$ cat config.mk
export PLATFORM = sky130hd
export DESIGN_NAME = seg7_scan_mux
export DESIGN_NICKNAME = d
export VERILOG_FILES = /design/src/rtl/seg7_scan_mux.sv
export SDC_FILE = /design/constraint.sdc
export NUM_CORES = 1
export LEC_CHECK = 0
export ABC_AREA = 1
export CAP_MARGIN = 5
export CORE_MARGIN = 5
export CORE_UTILIZATION = 54
export DETAILED_ROUTE_END_ITERATION = 7
export PLACE_DENSITY = 0.8
export RECOVER_POWER = 25
export SLEW_MARGIN = 40
export SYNTH_ARGS = -nofsm -noshare
export SYNTH_HDL_FRONTEND = slang
export SYNTH_SLANG_ARGS = --single-unit
export TNS_END_PERCENT = 30
$ cat constraint.sdc
create_clock -name clk -period 1.9 [get_ports clk]
set_input_delay 0.19 -clock clk [delete_from_list [all_inputs] [get_ports clk]]
set_output_delay 0.19 -clock clk [all_outputs]
set_load 0.01 [all_outputs]
$ cat src/rtl/seg7_scan_mux.sv
// Six-digit 7-segment scan multiplexer with per-slot blanking and
// a once-per-frame snapshot of all digit patterns for tear-free display.
module seg7_scan_mux #(
    parameter int SCAN_DIV     = 100000,
    parameter int BLANK_CYCLES = 1000
) (
    input  logic       clk,
    input  logic       reset,
    input  logic       enable,
    input  logic [6:0] right_seconds_in,
    input  logic [6:0] left_seconds_in,
    input  logic [6:0] right_minutes_in,
    input  logic [6:0] left_minutes_in,
    input  logic [6:0] right_hours_in,
    input  logic [6:0] left_hours_in,
    output logic [6:0] seg_out,
    output logic [5:0] an_out,
    output logic       frame_tick
);

    localparam int CW = (SCAN_DIV > 2) ? $clog2(SCAN_DIV) : 1;
    localparam logic [CW-1:0] C_LAST = CW'(SCAN_DIV - 1);

    logic [CW-1:0] c_q, c_d;
    logic [2:0]    d_q, d_d;
    logic [6:0]    snap_q [6];
    logic [6:0]    snap_d [6];
    logic [6:0]    ins    [6];
    logic [6:0]    seg_q, seg_d;
    logic [5:0]    an_q, an_d;
    logic          tick_q, tick_d;
    logic          frame_start;
    logic          in_blank;

    // Advance the slot/digit position, capture the frame snapshot and
    // decode the next registered outputs from the current position.
    always_comb begin
        ins[0] = right_seconds_in;
        ins[1] = left_seconds_in;
        ins[2] = right_minutes_in;
        ins[3] = left_minutes_in;
        ins[4] = right_hours_in;
        ins[5] = left_hours_in;
        c_d    = c_q;
        d_d    = d_q;
        snap_d = snap_q;
        an_d   = 6'b111111;
        seg_d  = 7'h7F;
        tick_d = 1'b0;
        frame_start = (d_q == 3'd0) && (c_q == '0);
        in_blank    = int'(c_q) < BLANK_CYCLES;
        if (enable) begin
            if (c_q == C_LAST) begin
                c_d = '0;
                d_d = (d_q == 3'd5) ? 3'd0 : d_q + 3'd1;
            end else begin
                c_d = c_q + CW'(1);
            end
            if (frame_start) begin
                // The fresh snapshot is visible on the very first slot,
                // which matters when there is no blank window.
                snap_d = ins;
                tick_d = 1'b1;
            end
            if (!in_blank) begin
                an_d  = ~(6'b000001 << d_q);
                seg_d = snap_d[d_q];
            end
        end else begin
            c_d = '0;
            d_d = 3'd0;
        end
    end

    // State and output registers with synchronous reset.
    always_ff @(posedge clk) begin
        if (reset) begin
            c_q    <= '0;
            d_q    <= 3'd0;
            snap_q <= '{default: 7'h7F};
            an_q   <= 6'b111111;
            seg_q  <= 7'h7F;
            tick_q <= 1'b0;
        end else begin
            c_q    <= c_d;
            d_q    <= d_d;
            snap_q <= snap_d;
            an_q   <= an_d;
            seg_q  <= seg_d;
            tick_q <= tick_d;
        end
    end

    assign seg_out    = seg_q;
    assign an_out     = an_q;
    assign frame_tick = tick_q;

endmodule

# Word-level counts from Yosys, hierarchy flattened
# Index checks and enable logic that the tools add are counted.
[word_totals] in_bits=45 elab_cells=34 regBits=76
[op_classes] n_eq_ne=2 reduce_logical=6 order_cmp=2 mux=7 n_addsub=2 shifts=1 n_bitwise=3
[op_table] operator="42-bit 2-to-1 mux" count=2
[op_table] operator="7-bit binary-select mux with 3-bit select" count=1
[op_table] operator="17-bit by 1-bit adder with 17-bit output (second input constant)" count=1
[op_table] operator="17-bit == test (second input constant)" count=1
[op_table] operator="17-bit zero test" count=1
[op_table] operator="17-bit by 10-bit less-than comparator with 1-bit output (second input constant)" count=1
[op_table] operator="7-bit 2-to-1 mux" count=2
[op_table] operator="6-bit NOT" count=1
[op_table] operator="3-bit OR reduction" count=2
[op_table] operator="1-bit by 3-bit left shift with 6-bit output (first input constant)" count=1
[op_table] operator="4-bit greater-or-equal comparator (second input constant)" count=1
[op_table] operator="3-bit NOT with 4-bit output" count=1
[op_table] operator="3-bit by 1-bit adder with 3-bit output (second input constant)" count=1
[op_table] operator="3-bit == test (second input constant)" count=1
[op_table] operator="3-bit zero test" count=1
[op_table] operator="3-bit 2-to-1 mux" count=1
[op_table] operator="2-bit OR reduction" count=1
[op_table] operator="1-bit logical AND" count=1
[op_table] operator="1-bit 2-to-1 mux" count=1
[op_table] operator="1-bit NOT" count=1

# Longest topological paths before layout
[logic_depth] word_depth=7 mapped_depth=14

# Worst setup path after synthesis
# Ideal clock, no wire load.
[synth_path] path_type="register to register" startpoint="reg c_q[0]" endpoint="reg seg_q[5], in the netlist seg_out[5]" setup_time_ps=116 slack_ps=323 arrival_ps=1461 required_ps=1784 path_stages_with_launch=15 n_path_buf=2 path_cell_list="dfxtp_1 inv_1 ha_1 inv_1 nor2_1 nand2_1 nor2_1 nand3_1 buf_6 buf_6 nand2_1 nand3_1 nand2_1 o21ai_1 nand2_1"
[synth_via] elab_chain_cells=7
[synth_lines] item="start: declaration" line="24" text="logic [CW-1:0] c_q, c_d;"
[synth_lines] item="start signal: assignment" line="78" text="c_q <= '0;"
[synth_lines] item="start signal: assignment" line="85" text="c_q <= c_d;"
[synth_lines] item="17-bit zero test" line="50" text="frame_start = (d_q == 3'd0) && (c_q == '0);"
[synth_lines] item="1-bit logical AND" line="50"
[synth_lines] item="42-bit 2-to-1 mux" line="59" text="if (frame_start) begin"
[synth_lines] item="42-bit 2-to-1 mux" line="52" text="if (enable) begin"
[synth_lines] item="7-bit binary-select mux with 3-bit select" line="67" text="seg_d = snap_d[d_q];"
[synth_lines] item="7-bit 2-to-1 mux (implied by the code) (2 in series)" line="67"
[synth_lines] item="end signal: assignment" line="89" text="seg_q <= seg_d;"
[synth_lines] item="end: declaration" line="29" text="logic [6:0] seg_q, seg_d;"
# Parallel ways exist; a longest one is shown, timed or not. The select of a mux whose other input is x is not followed.
# A chain may end at the register's enable or synchronous reset.

# Final worst setup path
[layout_path] startpoint="reg c_q[0]" endpoint="reg seg_q[6], in the netlist seg_out[6]"
# The elaborated chain is that of the path after synthesis.

==> run summary <==
The run finished with clean final reports. The count of endpoints failing setup in the final report came out at 0. The largest stage delay on the critical path came out at roughly 0.32 ns. The post-synthesis compound-gate area fraction is 15.3%. The leakage power is 2.32 nW. The cell type of the slowest stage on the worst timing path is dfxtp_1. IR analysis of the VDD net gives a maximum drop of ~0.36 mV. The effective utilization at floorplan is between 50% and 60%.

The multi-input combinational cells in the finished layout cover a total of 0.00194 mm². The worst path setup slack after routing is between 0.08 and 0.09 ns. The mux share of post-synthesis cell area came out at 0%.

The number of cells on the worst reg-to-reg path is 12. The via density per instance is between 5 and 6. The fraction of registers with async set/reset is 0%. Counting every net in the synthesized netlist gives between 600 and 700. The category of the worst setup path capture point is a flip-flop. The DRC marker count from the first detailed-route iteration is approximately 370.

Summed over all layers, the global routing overflow is 0. The post-synth design cell area is between 0.003 and 0.004 mm². The residual antenna-violating net count after detailed routing is 0.

The number of DRC violations after detailed routing is 0. The final hold slack is 0.465 ns. Leaving out fill and tap cells, the most frequent cell in the layout is inv_1.

By area the synthesized netlist is led by dfxtp_1 (38%), inv_1 (9.4%), nand2_1 (9.1%). The critical path runs through a total of 12 cells. Fill cells in the final layout number approximately 620. Traced cell by cell, the critical path runs through inv_1 > ha_1 > inv_1 > nor2_1 > nand2_1 > nor2_4 > buf_4 > nand4_1 > nand3_1 > nand2_1 > o21ai_1 > nand2_1. The final weighted congestion in routability-driven placement is roughly 0.9. Global routing used a little under a quarter of the available tracks across all layers. Buffers inserted during clock tree synthesis total 9. The post-route netlist has 10.1% of its cells at a drive strength greater than 1. The sequential share of the synthesized area is 38.1%. The floorplan die height is slightly below 100 µm. The maximum number of pins on one net before global-route repair is 57. The post-CTS setup buffer count came out at 0. The share of the synthesized area in the top cell type is a little under two fifths. The total vias in the final route came out at between 4000 and 5000. By instance count, the cell type seen most on the critical path is nand2_1.

After Yosys synthesis, full adders, half adders and majority gates account for less than 1% of the synthesized area. The headroom to the max-slew limit came out at ~63%. The ratio of final minimum period to clock period came out at 95.5%. The placeable core area is ~0.0072 mm². The critical path arrival came out at around 2 ns. The maximum buffer depth of the clock tree came out at 2. The total of buffers placed on input and output ports came out at between 50 and 60. The class of the most critical hold timing path is flip-flop to flip-flop. Measured along the x axis, the die boundary spans slightly below 100 µm. The boundary pin count came out at just under 60.

TritonCTS built the clock tree. Compared with the post-synthesis result, the final layout area differs by 24.4%. The clock skew came out at between 0.01 and 0.015 ns.

The layout net count came out at about 700. Setup repair after global routing could not meet its margin everywhere. The number of cells produced by synthesis is 580. After Yosys synthesis, and, or, nand and nor cells account for a little under a third of the synthesized area. The via count of the first global-routing pass is a little under 4000. The final hold violation count is 0. The actual slew at the worst max-slew pin came out at between 0.5 and 0.6 ns. In the synthesized netlist the dominant register cell turns out to be dfxtp_1. The clock drives 76 sinks. The depth of the CTS H-tree came out at 3.

After routing, the total negative slack on setup checks comes to 0 ns. The synthesized design spends more area on one cell type than any other, namely dfxtp_1. The antenna diode instance count came out at 0. The library cells used most frequently in the layout, excluding fill and tap cells, are inv_1 (100), nand2_1 (97), dfxtp_1 (75). The flop and latch count out of synthesis came out at between 70 and 80. The startpoint identified for the worst hold timing path is d_q[2]. The number of antenna violations at the first check in global routing came out at 0. The largest family of logic cells by synthesized area is simple AND/OR/NAND/NOR gates. Of all nets on the critical path, the largest fanout is 14.

Clock-pin slew was measured on the worst setup and hold paths at roughly 0.08 ns. The critical path in this run is classified as flip-flop to flip-flop. The number of max-cap violations came out at 0. The number of different library cells in the post-synthesis netlist is 29. The cell sitting at the root of the clock tree is a clkbuf_8. The mean instance size in the synthesized netlist is around 6.9 µm². Summing all flip-flop and latch instances after layout gives 0.00152 mm². The average wire per standard cell came out at between 10 and 15 µm.

The number of slew-limit violations in the final report is 0. The die covers slightly above 0.009 mm². The clock latency on the worst-skew pair came out at roughly 0.36 ns. The worst register-to-register path begins at c_q[0].

The yosys synthesis warning count is 0. The first global-routing pass estimated approximately 17000 µm of wire. The endpoint required time on the critical path came out at 2.15 ns. The cell count of the worst hold path came out at 1. The sort of element at the start of the critical path is a flip-flop. Based on the critical path, the design can be clocked at up to roughly 0.55 GHz. The total length of routed wires is around 11000 µm.

Grouping stages by cell kind, the critical path spends the most delay in simple AND/OR/NAND/NOR gates. The count of buffer and inverter cells on the critical path came out at 3. The pre-antenna-repair detailed-routing pass consisted of 5 iterations. The synthesized netlist devotes 0.657% of its cell area to XOR and XNOR gates. After layout, the design draws a total of 0.00353 W. Before CTS, the worst setup slack after placement is 0.0131 ns. The power density over cell area is 709 mW/mm². The number of flops mapped to enable cells by yosys is 0. The floorplan has 31 rows. In this run the worst setup path begins at c_q[0].

Once detailed placement completed, the half-perimeter wirelength came to about 7300 µm. The routed design could run at a clock period as short as ~1.8 ns.
-- state kept, by name, indices dropped and copies added, names as in the netlist --
register,cells
c_q,17
an_out,6
frame_tick,1
snap_q,42
seg_out,7
d_q,3
-- path summary, 6_finish.rpt --
check | endpoint | slack [ns]
worst max-delay path | seg_out[6] | 0.08
worst max register to register | seg_out[6] | 0.08
worst min-delay path | an_out[4] | 0.47
worst min register to register | an_out[4] | 0.47
-- report_power, final --
part | internal [W] | total (W) | switching (W) | leakage [nW]
combinational | 0.000226 | 0.000505 | 0.000279 | 1.59
clock | 0.000728 | 0.00133 | 0.000603 | 0.102
sequential | 0.00166 | 0.00169 | 0.0000252 | 0.625
-- final cells by class --
| cell class | count | area share [%] |
|---|---|---|
| clock inverter | 5 | 1.56 |
| multi-input combinational | 367 | 38.9 |
| timing repair buffer | 79 | 15.9 |
| clock buffer | 10 | 2.57 |
| sequential | 76 | 30.6 |
| inverter | 105 | 7.92 |
| tap | 99 | 2.49 |
-- cell usage after synthesis (2+ instances only) --
cell and number:
inv_1 100, nand2_1 97, dfxtp_1 76, nand3_1 72, nor2_1 39, nand4_1 33
o211ai_1 28, a21oi_1 25, o21ai_0 22, o21ai_1 21, clkbuf_1 13, buf_4 7
buf_6 7, o21ai_2 7, nor3_1 5, buf_2 4, inv_2 4, nor2_2 4
ha_1 3, xor2_1 3, nor4_1 2
-- layer usage --
metal  GRT usage, %  up-vias  part of all wire, %
met4           10.9        0                  3.5
met5              0        -                    0
met1           26.9     1921                   41
met2           41.1      170                   50
met3           5.08       35                  5.7
li1               -     2027                    -
-- what timing repair did --
item / CTS / global route
gates cloned: 0 / 1
endpoints found under the setup margin: 1 / 11
hold buffers: 0 / 0
pin swaps: 0 / 3
resized for setup: 1 / 18
-- logic make-up after synthesis --
logic type / after synthesis
xor+xnor: 3
flops: 76
buf+inv: 137
simple gates: 258
compound gates: 103
fa+ha+maj: 3
-- per-stage QoR --
| stage | util, % | instances | area (µm²) |
|---|---|---|---|
| floorplan | - | 580 | 4000 |
| global placement | 65.0 | 725 | 4690 |
| detailed placement | 65.0 | 725 | 4690 |
| CTS | 67.9 | 740 | 4900 |
| global route | 68.9 | 741 | 4970 |
| finish | 68.9 | 741 | 4970 |
(Power assumes the default switching activity.)
